==> src/rtl/sblock_pkg.sv <==
// rtl/sblock_pkg.sv - shared types and sizing helpers for the sblock_cfg switch block
//   sblock_state_e : loader FSM states (IDLE, LOAD, FULL)
//   sblock_nbits   : configuration vector width, 2*W*W (V enables low, H enables high)
//   sblock_nbeats  : beats needed to carry the vector, ceil(nbits/cw)
//   sblock_bw      : beat index width, max(1, clog2(nbeats))
package sblock_pkg;

  typedef enum logic [1:0] {
    IDLE = 2'd0,
    LOAD = 2'd1,
    FULL = 2'd2
  } sblock_state_e;

  localparam int SBLOCK_W_DEFAULT  = 3;
  localparam int SBLOCK_CW_DEFAULT = 8;

  function automatic int sblock_nbits(input int w);
    return 2 * w * w;
  endfunction

  function automatic int sblock_nbeats(input int w, input int cw);
    return (sblock_nbits(w) + cw - 1) / cw;
  endfunction

  function automatic int sblock_bw(input int w, input int cw);
    int n;
    int b;
    n = sblock_nbeats(w, cw);
    b = 1;
    for (int i = 1; i < 32; i++) begin
      if ((1 << b) < n) b = b + 1;
    end
    return b;
  endfunction

endpackage

==> src/rtl/sblock_cfg_loader.sv <==
// rtl/sblock_cfg_loader.sv - beat loader: FSM, beat counter, shadow and active configuration registers
//   clk, rst_n            : clock, asynchronous active-low reset
//   cfg_valid/cfg_ready   : beat handshake, cfg_data carries one CW-bit beat
//   cfg_commit/cfg_abort  : single-cycle control pulses
//   cfg_done/cfg_err      : registered one-cycle status pulses
//   rb_req/rb_idx         : readback request (only with SBLOCK_CFG_READBACK_EN)
//   rb_valid/rb_data      : readback response (only with SBLOCK_CFG_READBACK_EN)
//   active                : committed configuration vector driving the gating array
module sblock_cfg_loader
  import sblock_pkg::*;
#(
  parameter int W      = SBLOCK_W_DEFAULT,
  parameter int CW     = SBLOCK_CW_DEFAULT,
  parameter int NBITS  = sblock_nbits(W),
  parameter int NBEATS = sblock_nbeats(W, CW),
  parameter int BW     = sblock_bw(W, CW)
) (
  input  logic             clk,
  input  logic             rst_n,
  input  logic             cfg_valid,
  output logic             cfg_ready,
  input  logic [CW-1:0]    cfg_data,
  input  logic             cfg_commit,
  input  logic             cfg_abort,
  output logic             cfg_done,
  output logic             cfg_err,
`ifdef SBLOCK_CFG_READBACK_EN
  input  logic             rb_req,
  input  logic [BW-1:0]    rb_idx,
  output logic             rb_valid,
  output logic [CW-1:0]    rb_data,
`endif
  output logic [NBITS-1:0] active
);

  sblock_state_e    state;
  sblock_state_e    state_nxt;
  logic [BW-1:0]    cnt;
  logic [BW-1:0]    cnt_nxt;
  logic [NBITS-1:0] shadow;
  logic [NBITS-1:0] shadow_nxt;
  logic [NBITS-1:0] active_q;
  logic             beat_acc;
  logic             commit_ok;
  logic             commit_bad;

  // Abort suppresses every other action in its cycle, including status pulses.
  assign beat_acc   = cfg_valid & cfg_ready & ~cfg_abort;
  assign commit_ok  = cfg_commit & ~cfg_abort & (state == FULL);
  assign commit_bad = cfg_commit & ~cfg_abort & (state != FULL);

  // State register
  always_ff @(posedge clk or negedge rst_n) begin
    if (!rst_n) begin
      state <= IDLE;
      cnt   <= '0;
    end else begin
      state <= state_nxt;
      cnt   <= cnt_nxt;
    end
  end

  // Next-state logic. A commit outside FULL only raises cfg_err; it never moves
  // the FSM, so a beat arriving alongside it is still taken.
  always_comb begin
    state_nxt = state;
    cnt_nxt   = cnt;
    if (cfg_abort) begin
      state_nxt = IDLE;
      cnt_nxt   = '0;
    end else begin
      case (state)
        IDLE: begin
          if (beat_acc) begin
            if (NBEATS == 1) begin
              state_nxt = FULL;
              cnt_nxt   = '0;
            end else begin
              state_nxt = LOAD;
              cnt_nxt   = BW'(1);
            end
          end
        end
        LOAD: begin
          if (beat_acc) begin
            if (cnt == BW'(NBEATS - 1)) begin
              state_nxt = FULL;
              cnt_nxt   = '0;
            end else begin
              cnt_nxt = cnt + BW'(1);
            end
          end
        end
        FULL: begin
          if (cfg_commit) state_nxt = IDLE;
        end
        default: begin
          state_nxt = IDLE;
          cnt_nxt   = '0;
        end
      endcase
    end
  end

  // Output logic
  always_comb begin
    cfg_ready = (state != FULL);
  end

  // cnt is held at 0 in IDLE, so it is the slot index in both IDLE and LOAD.
  // Beat bits that land at or above NBITS have no shadow bit and fall away.
  always_comb begin
    shadow_nxt = shadow;
    for (int i = 0; i < NBITS; i++) begin
      if (beat_acc && ((i / CW) == int'(cnt))) shadow_nxt[i] = cfg_data[i % CW];
    end
  end

  always_ff @(posedge clk or negedge rst_n) begin
    if (!rst_n) begin
      shadow   <= '0;
      active_q <= '0;
      cfg_done <= 1'b0;
      cfg_err  <= 1'b0;
    end else begin
      shadow   <= shadow_nxt;
      if (commit_ok) active_q <= shadow;
      cfg_done <= commit_ok;
      cfg_err  <= commit_bad;
    end
  end

  assign active = active_q;

`ifdef SBLOCK_CFG_READBACK_EN
  // Reads active_q before any same-edge commit lands, giving the pre-commit view.
  // Indices past the last beat match no bit and return zero.
  logic [CW-1:0] rb_data_nxt;

  always_comb begin
    rb_data_nxt = '0;
    for (int i = 0; i < NBITS; i++) begin
      if ((i / CW) == int'(rb_idx)) rb_data_nxt[i % CW] = active_q[i];
    end
  end

  always_ff @(posedge clk or negedge rst_n) begin
    if (!rst_n) begin
      rb_valid <= 1'b0;
      rb_data  <= '0;
    end else begin
      rb_valid <= rb_req;
      if (rb_req) rb_data <= rb_data_nxt;
    end
  end
`endif

endmodule

==> src/rtl/sblock_cfg.sv <==
// rtl/sblock_cfg.sv - W x W switch block with streamed, atomically committed configuration
//   optional feature macro: SBLOCK_CFG_READBACK_EN (adds rb_req/rb_idx/rb_valid/rb_data)
//   clk, rst_n           : clock, asynchronous active-low reset
//   cfg_*                : configuration beat stream and commit/abort control
//   left_i -> right_o    : horizontal tracks, bit r = row r (row 0 at the bottom)
//   up_i   -> down_o     : vertical tracks, bit c = column c (column 0 at the right)
module sblock_cfg
  import sblock_pkg::*;
#(
  parameter int W      = SBLOCK_W_DEFAULT,
  parameter int CW     = SBLOCK_CW_DEFAULT,
  localparam int NBITS  = sblock_nbits(W),
  localparam int NBEATS = sblock_nbeats(W, CW),
  localparam int BW     = sblock_bw(W, CW)
) (
  input  logic          clk,
  input  logic          rst_n,
  input  logic          cfg_valid,
  output logic          cfg_ready,
  input  logic [CW-1:0] cfg_data,
  input  logic          cfg_commit,
  input  logic          cfg_abort,
  output logic          cfg_done,
  output logic          cfg_err,
`ifdef SBLOCK_CFG_READBACK_EN
  input  logic          rb_req,
  input  logic [BW-1:0] rb_idx,
  output logic          rb_valid,
  output logic [CW-1:0] rb_data,
`endif
  input  logic [W-1:0]  left_i,
  input  logic [W-1:0]  up_i,
  output logic [W-1:0]  right_o,
  output logic [W-1:0]  down_o
);

  logic [NBITS-1:0] active;

  sblock_cfg_loader #(
    .W      (W),
    .CW     (CW),
    .NBITS  (NBITS),
    .NBEATS (NBEATS),
    .BW     (BW)
  ) u_loader (
    .clk        (clk),
    .rst_n      (rst_n),
    .cfg_valid  (cfg_valid),
    .cfg_ready  (cfg_ready),
    .cfg_data   (cfg_data),
    .cfg_commit (cfg_commit),
    .cfg_abort  (cfg_abort),
    .cfg_done   (cfg_done),
    .cfg_err    (cfg_err),
`ifdef SBLOCK_CFG_READBACK_EN
    .rb_req     (rb_req),
    .rb_idx     (rb_idx),
    .rb_valid   (rb_valid),
    .rb_data    (rb_data),
`endif
    .active     (active)
  );

  // A track crosses every dot on its row/column; each dot's enable gates it in
  // series, so the track reaches the far side only if all its dots are enabled.
  for (genvar r = 0; r < W; r++) begin : g_row
    logic [W-1:0] h_en;
    for (genvar c = 0; c < W; c++) begin : g_dot
      assign h_en[c] = active[W*W + r*W + c];
    end
    assign right_o[r] = left_i[r] & (&h_en);
  end

  for (genvar c = 0; c < W; c++) begin : g_col
    logic [W-1:0] v_en;
    for (genvar r = 0; r < W; r++) begin : g_dot
      assign v_en[r] = active[r*W + c];
    end
    assign down_o[c] = up_i[c] & (&v_en);
  end

endmodule

==> config.mk <==
export PLATFORM = sky130hd
export DESIGN_NAME = sblock_cfg
export DESIGN_NICKNAME = d
export VERILOG_FILES = /design/src/rtl/sblock_pkg.sv /design/src/rtl/sblock_cfg_loader.sv /design/src/rtl/sblock_cfg.sv
export SDC_FILE = /design/constraint.sdc
export NUM_CORES = 1
export LEC_CHECK = 0
export ABC_CLOCK_PERIOD_IN_PS = 1720
export BUFFER_PORTS_ARGS = -buffer_cell sky130_fd_sc_hd__buf_2
export CAP_MARGIN = 30
export CORE_MARGIN = 3
export CORE_UTILIZATION = 48
export CTS_CLUSTER_DIAMETER = 40
export DETAILED_ROUTE_END_ITERATION = 10
export PLACE_DENSITY = 0.73
export SLEW_MARGIN = 20
export SYNTH_ARGS = -nofsm -noshare
export SYNTH_HDL_FRONTEND = slang
export SYNTH_SLANG_ARGS = --single-unit
export TNS_END_PERCENT = 50
==> constraint.sdc <==
create_clock -name clk -period 1.72 [get_ports clk]
set_clock_uncertainty 0.15 [all_clocks]
set_input_delay 0.516 -clock clk [delete_from_list [all_inputs] [get_ports clk]]
set_output_delay 0.516 -clock clk [all_outputs]
set_load 0.01 [all_outputs]
# Yosys cells after proc, flatten, opt, wreduce, memory -nomap -nowiden
# Index checks and enable logic that the tools add are counted.
[word_totals]
reg_bits = 42
input_bits = 19
output_inout_bits = 9
wordCells = 55
[op_classes]
bitwise = 12
n_reduce_logical = 13
muxes = 10
add_sub_neg = 1
n_eq_ne = 11
[op_table]
columns = ["operator", "n"]
rows = [
  ["AND reduction 3 bit", 7],
  ["2-to-1 mux 2 bit", 8],
  ["one-hot mux 2 bit (3 select lines)", 2],
  ["bitwise AND 1 bit", 11],
  ["inequality test 3 x 2 -> 1 bit, second input constant", 3],
  ["== test 2 bit, first input constant", 2],
  ["== test 2 bit, second input constant", 2],
  ["logical NOT 2 bit", 2],
  ["inequality test 2 bit, second input constant", 2],
  ["AND reduction 4 bit", 1],
  ["logical AND 1 bit", 3],
  ["inequality test 3 bit, second input constant", 1],
  ["adder 2 x 1 -> 2 bit, second input constant", 1],
  ["== test 2 x 1 -> 1 bit, second input constant", 1],
  ["NOT 1 bit", 1],
]

# Depth between registers and ports, before layout
[logic_depth]
word_depth = 6
depth_mapped = 5
ltp_nobuf = 4

# Hierarchy
# From an unflattened synthesis, not the netlist that was laid out.
[hier_totals]
hier_cells = 111
hier_area_um2 = 1765.4
[by_module_without_submodules]
columns = ["mod", "cells_per_inst", "instances", "area_each_um2"]
rows = [
  ["sblock_cfg_loader", 105, 1, 1712.9],
  ["sblock_cfg", 6, 1, 52.6],
]

# Least setup slack after synthesis
# OpenSTA, ideal clock, no wires.
[synth_timing]
path_kind = "input to register"
from = "input port cfg_abort"
to = "register u_loader.shadow[10]"
path_stages = 3
t_arrival_ns = 1.486
required_ns = 1.445
n_path_buf = 0
slack_ns = -0.041
path_cell_list = "nand2b_1 nor4b_4 mux2_2"
[synth_via]
elab_chain_cells = 3
[synth_lines]
columns = ["element", "line_no", "source"]
rows = [
  ["from (decl)", "sblock_cfg.sv:22", "input logic cfg_abort,"],
  ["NOT 1 bit", "sblock_cfg_loader.sv:48", "assign beat_acc = cfg_valid & cfg_ready & ~cfg_abort;"],
  ["bitwise AND 1 bit", "sblock_cfg_loader.sv:48", ""],
  ["logical AND 1 bit", "sblock_cfg_loader.sv:115", "if (beat_acc && ((i / CW) == int'(cnt))) shadow_nxt[i] = cfg_data[i % CW];"],
  ["to (signal assigned)", "sblock_cfg_loader.sv:126", "shadow <= shadow_nxt;"],
  ["to (decl)", "sblock_cfg_loader.sv:40", "logic [NBITS-1:0] shadow;"],
]
# No other way between the ends.
# A chain may end at the register's enable or synchronous reset.

# Worst setup path in the final report
[layout_timing]
from = "register u_loader.state[0]"
to = "output port cfg_ready"
[layout_via]
elab_chain_cells = 1
[layout_lines]
columns = ["element", "line_no", "source"]
rows = [
  ["from (decl)", "sblock_cfg_loader.sv:36", "sblock_state_e state;"],
  ["from (signal assigned)", "sblock_cfg_loader.sv:58", "state <= state_nxt;"],
  ["inequality test 2 bit", "sblock_cfg_loader.sv:107", "cfg_ready = (state != FULL);"],
  ["to (decl)", "sblock_cfg.sv:19", "output logic cfg_ready,"],
]
# No other way between the ends.

==> summary.txt <==
Outcome
  – Outcome: finished with violations
  – Failing checks: setup timing

Floorplanning
  – Die Y: 65.4 µm
  – Die area: 4280 µm²
  – Chip Width: 65.4 µm
  – Num ports: 28
  – Initial Util: 0.529
  – Row count: 20
  – Core area: 3200 µm²

Clock tree
  – Clk_lat worst skew: 0.33 ns
  – CTS buffer count: 5
  – Root Buffer: clkbuf_4
  – Worst-path clk slew: 0.12 ns
  – CTS tree: yes
  – Max clock buf depth: 2
  – CTS sink count: 42
  – H-tree depth: 2

Timing
  – Fmax: 581 MHz
  – Tcrit/Tclk final: 1.00
  – RSZ-0062 raised after global routing: true
  – Worst slew pin tran: 0.403 ns
  – Final setup violating endpoints: 1
  – Setup ws final: -0.000117 ns
  – Max_slew headroom: 0.731
  – Fin. Hold Viols: 0
  – Max Slew Vio Count: 0
  – Final TNS setup: -0.000117 ns
  – Tmin final: 1.72 ns
  – Worst hold slack: 0.281 ns

Worst setup path
  – Critical path arrival: 1.05 ns
  – Reg2reg start: u_loader.state[1]$_DFFE_PN0P_
  – CP Class: flip-flop to output pin
  – Critical path depth: 3
  – Slowest-stage cell, CP: dfrtp_1
  – End of the critical path: cfg_ready
  – Worst-path maximum fanout: 2
  – CP bufs+invs: 2
  – CP top delay family: flip-flops
  – Critical Path Max Stage Delay: 0.43 ns
  – Worst Setup End Kind: output pin
  – Worst R2R Setup Slack: 0.02 ns
  – CP cell instances: nor2b_4 -> inv_2 -> buf_6
  – Reg2reg end: u_loader.shadow[12]$_DFFE_PN0P_
  – CP Launch Point: u_loader.state[0]$_DFFE_PN0P_
  – Crit path required time: 1.05 ns
  – Reg2reg path depth: 5
  – Setup crit start kind: flip-flop

Yosys
  – Syn nets: 128
  – #FFs+latches synth: 42
  – Synth unique cells: 22
  – Netlist Area Pre-Place: 1700 µm²
  – Average cell area after synthesis: 15.6 µm²
  – Synthesized instance count: 109
  – Post-synthesis sequential area ratio: 0.620
  – Syn. warnings: 0

Routing
  – Via density: 5.34
  – DR vias: 1084
  – DRC violations left: 0
  – Overall routed net length: 3010 µm
  – Final ANT Viol Nets: 0
  – Drt pass-1 iters: 4
  – DRT iter0 DRCs: 90
  – Wire length per cell: 14.8 µm

Placement
  – Gpl congestion: 0.775
  – Hpwl dp: 2200 µm
  – Worst slack, placed: -0.0908 ns
  – IO buf count: 27

Cells and area
  – Layout Utilization: 0.671
  – Antenna Cells: 0
  – Share of cells above drive strength 1: 0.572
  – Area grow syn2layout: 26.7%
  – # nets final: 177

Global route
  – Vias in the first global route: 1058
  – Total gr overflow: 0
  – Largest net degree at the start of global routing: 27
  – First-pass GRT wire length: 5080 µm
  – Total GRT Usage: 0.159
  – Antenna violations before repair: 0

Pwr
  – VDD IR-drop max: 650 µV
  – Pwr/cell area: 901 nW/µm²
  – Leak: 1.06 nW

Job
  – Max-Cap Viols: 0

Worst hold path
  – Hold Path Class: input pin to flip-flop
## layer usage
metal	wire, µm	share of wire	global-route usage	vias up
met5	0	0	0	-
met4	17	0.0057	0.0674	0
met3	115	0.038	0.0410	2
met2	1540	0.51	0.253	27
met1	1340	0.44	0.208	556
li1	-	-	-	499
## kinds of logic (layout without fill, tap and decap cells)
| family | Yosys count | in the layout | share of synthesized area |
|---|---|---|---|
| multiplexers | 36 | 36 | 0.239 |
| AND/OR/NAND/NOR | 23 | 23 | 0.112 |
| flip-flops | 42 | 42 | 0.620 |
| AO/OA/AOI/OAI | 6 | 6 | 0.0199 |
| buffers and inverters | 2 | 52 | 0.00885 |
## where the power goes
group          total, mW  leakage, nW  switching, mW  internal, mW
Combinational      0.217        0.464         0.0805         0.136
Sequential          1.15        0.548         0.0586          1.09
Clock              0.570       0.0446          0.290         0.280
## worst min path at each step
stage | startpoint | to | slack, ns | depth (start not counted)
final | cfg_data[5] | u_loader.shadow[5]$_DFFE_PN0P_ | 0.28 | 2
after CTS | cfg_commit | u_loader.state[1]$_DFFE_PN0P_ | 0.27 | 3
after floorplan | rst_n | u_loader.active[0]$_DFFE_PN0P_ | 0.07 | 0
after global routing | cfg_data[7] | u_loader.shadow[15]$_DFFE_PN0P_ | 0.26 | 2
after detailed placement | rst_n | u_loader.state[0]$_DFFE_PN0P_ | 0.31 | 1
after global placement | rst_n | u_loader.state[0]$_DFFE_PN0P_ | 0.31 | 1
## cells in the final DEF (no fill, tap or decap), drive strengths merged, types with 2 or more instances in the layout
cell	synthesis	routed
nand2b	2	2
dfrtp	42	42
buf	1	42
nor4b	2	2
a21oi	2	2
nor2b	2	2
clkbuf	0	8
nor2	4	4
nand4b	3	3
mux2	36	36
o21ai	2	2
and4	6	6
## timing repair
item,in CTS,in global routing
buffers inserted,3,2
hold buffers,1,0
resized for setup,6,1
pin swaps,4,6
hold endpoints to repair,16,0
setup endpoints to repair,4,17
## synthesized netlist by cell type
cell      number  area [µm²]
or2b_1         1        7.51
nor2b_1        1        6.26
nand3b_1       1        7.51
dfrtp_1       42        1050
nor2_4         1        11.3
o21ai_0        2        10.0
nor4b_4        1        23.8
nor4b_1        1        8.76
nand2b_1       2        12.5
a21oi_1        2        10.0
nor3_1         1        5.00
buf_6          1        11.3
and4_1         6        52.6
nand4b_1       3        26.3
nor2_1         3        11.3
inv_2          1        3.75
o22ai_1        1        6.26
a211oi_1       1        7.51
mux2_2        35         394
nor2b_4        1        13.8
mux2_1         1        11.3
nand2_1        1        3.75
## through the flow
stage	cells	cell area, µm²	power [mW]
after global routing	203	2150	2.03
final	203	2150	1.94
after CTS	201	2120	1.96
after global placement	189	1990	1.35
after floorplan	109	1710	1.26
after detailed placement	189	1990	1.37
## flip-flops by register name, summed over array words and instances (netlist names)
name,count
u_loader.cnt,2
u_loader.shadow,18
u_loader.cfg_err,1
u_loader.cfg_done,1
u_loader.state,2
u_loader.active,18
## final cells by class
cell class,instances,area [µm²]
Clock buffer,8,78.8
Timing Repair Buffer,43,293
Multi-Input combinational cell,65,667
Sequential cell,42,1050
Fill cell,257,1050
Tap cell,44,55.1
Inverter,1,3.75
No activity file was read; power rests on OpenSTA's default activity.
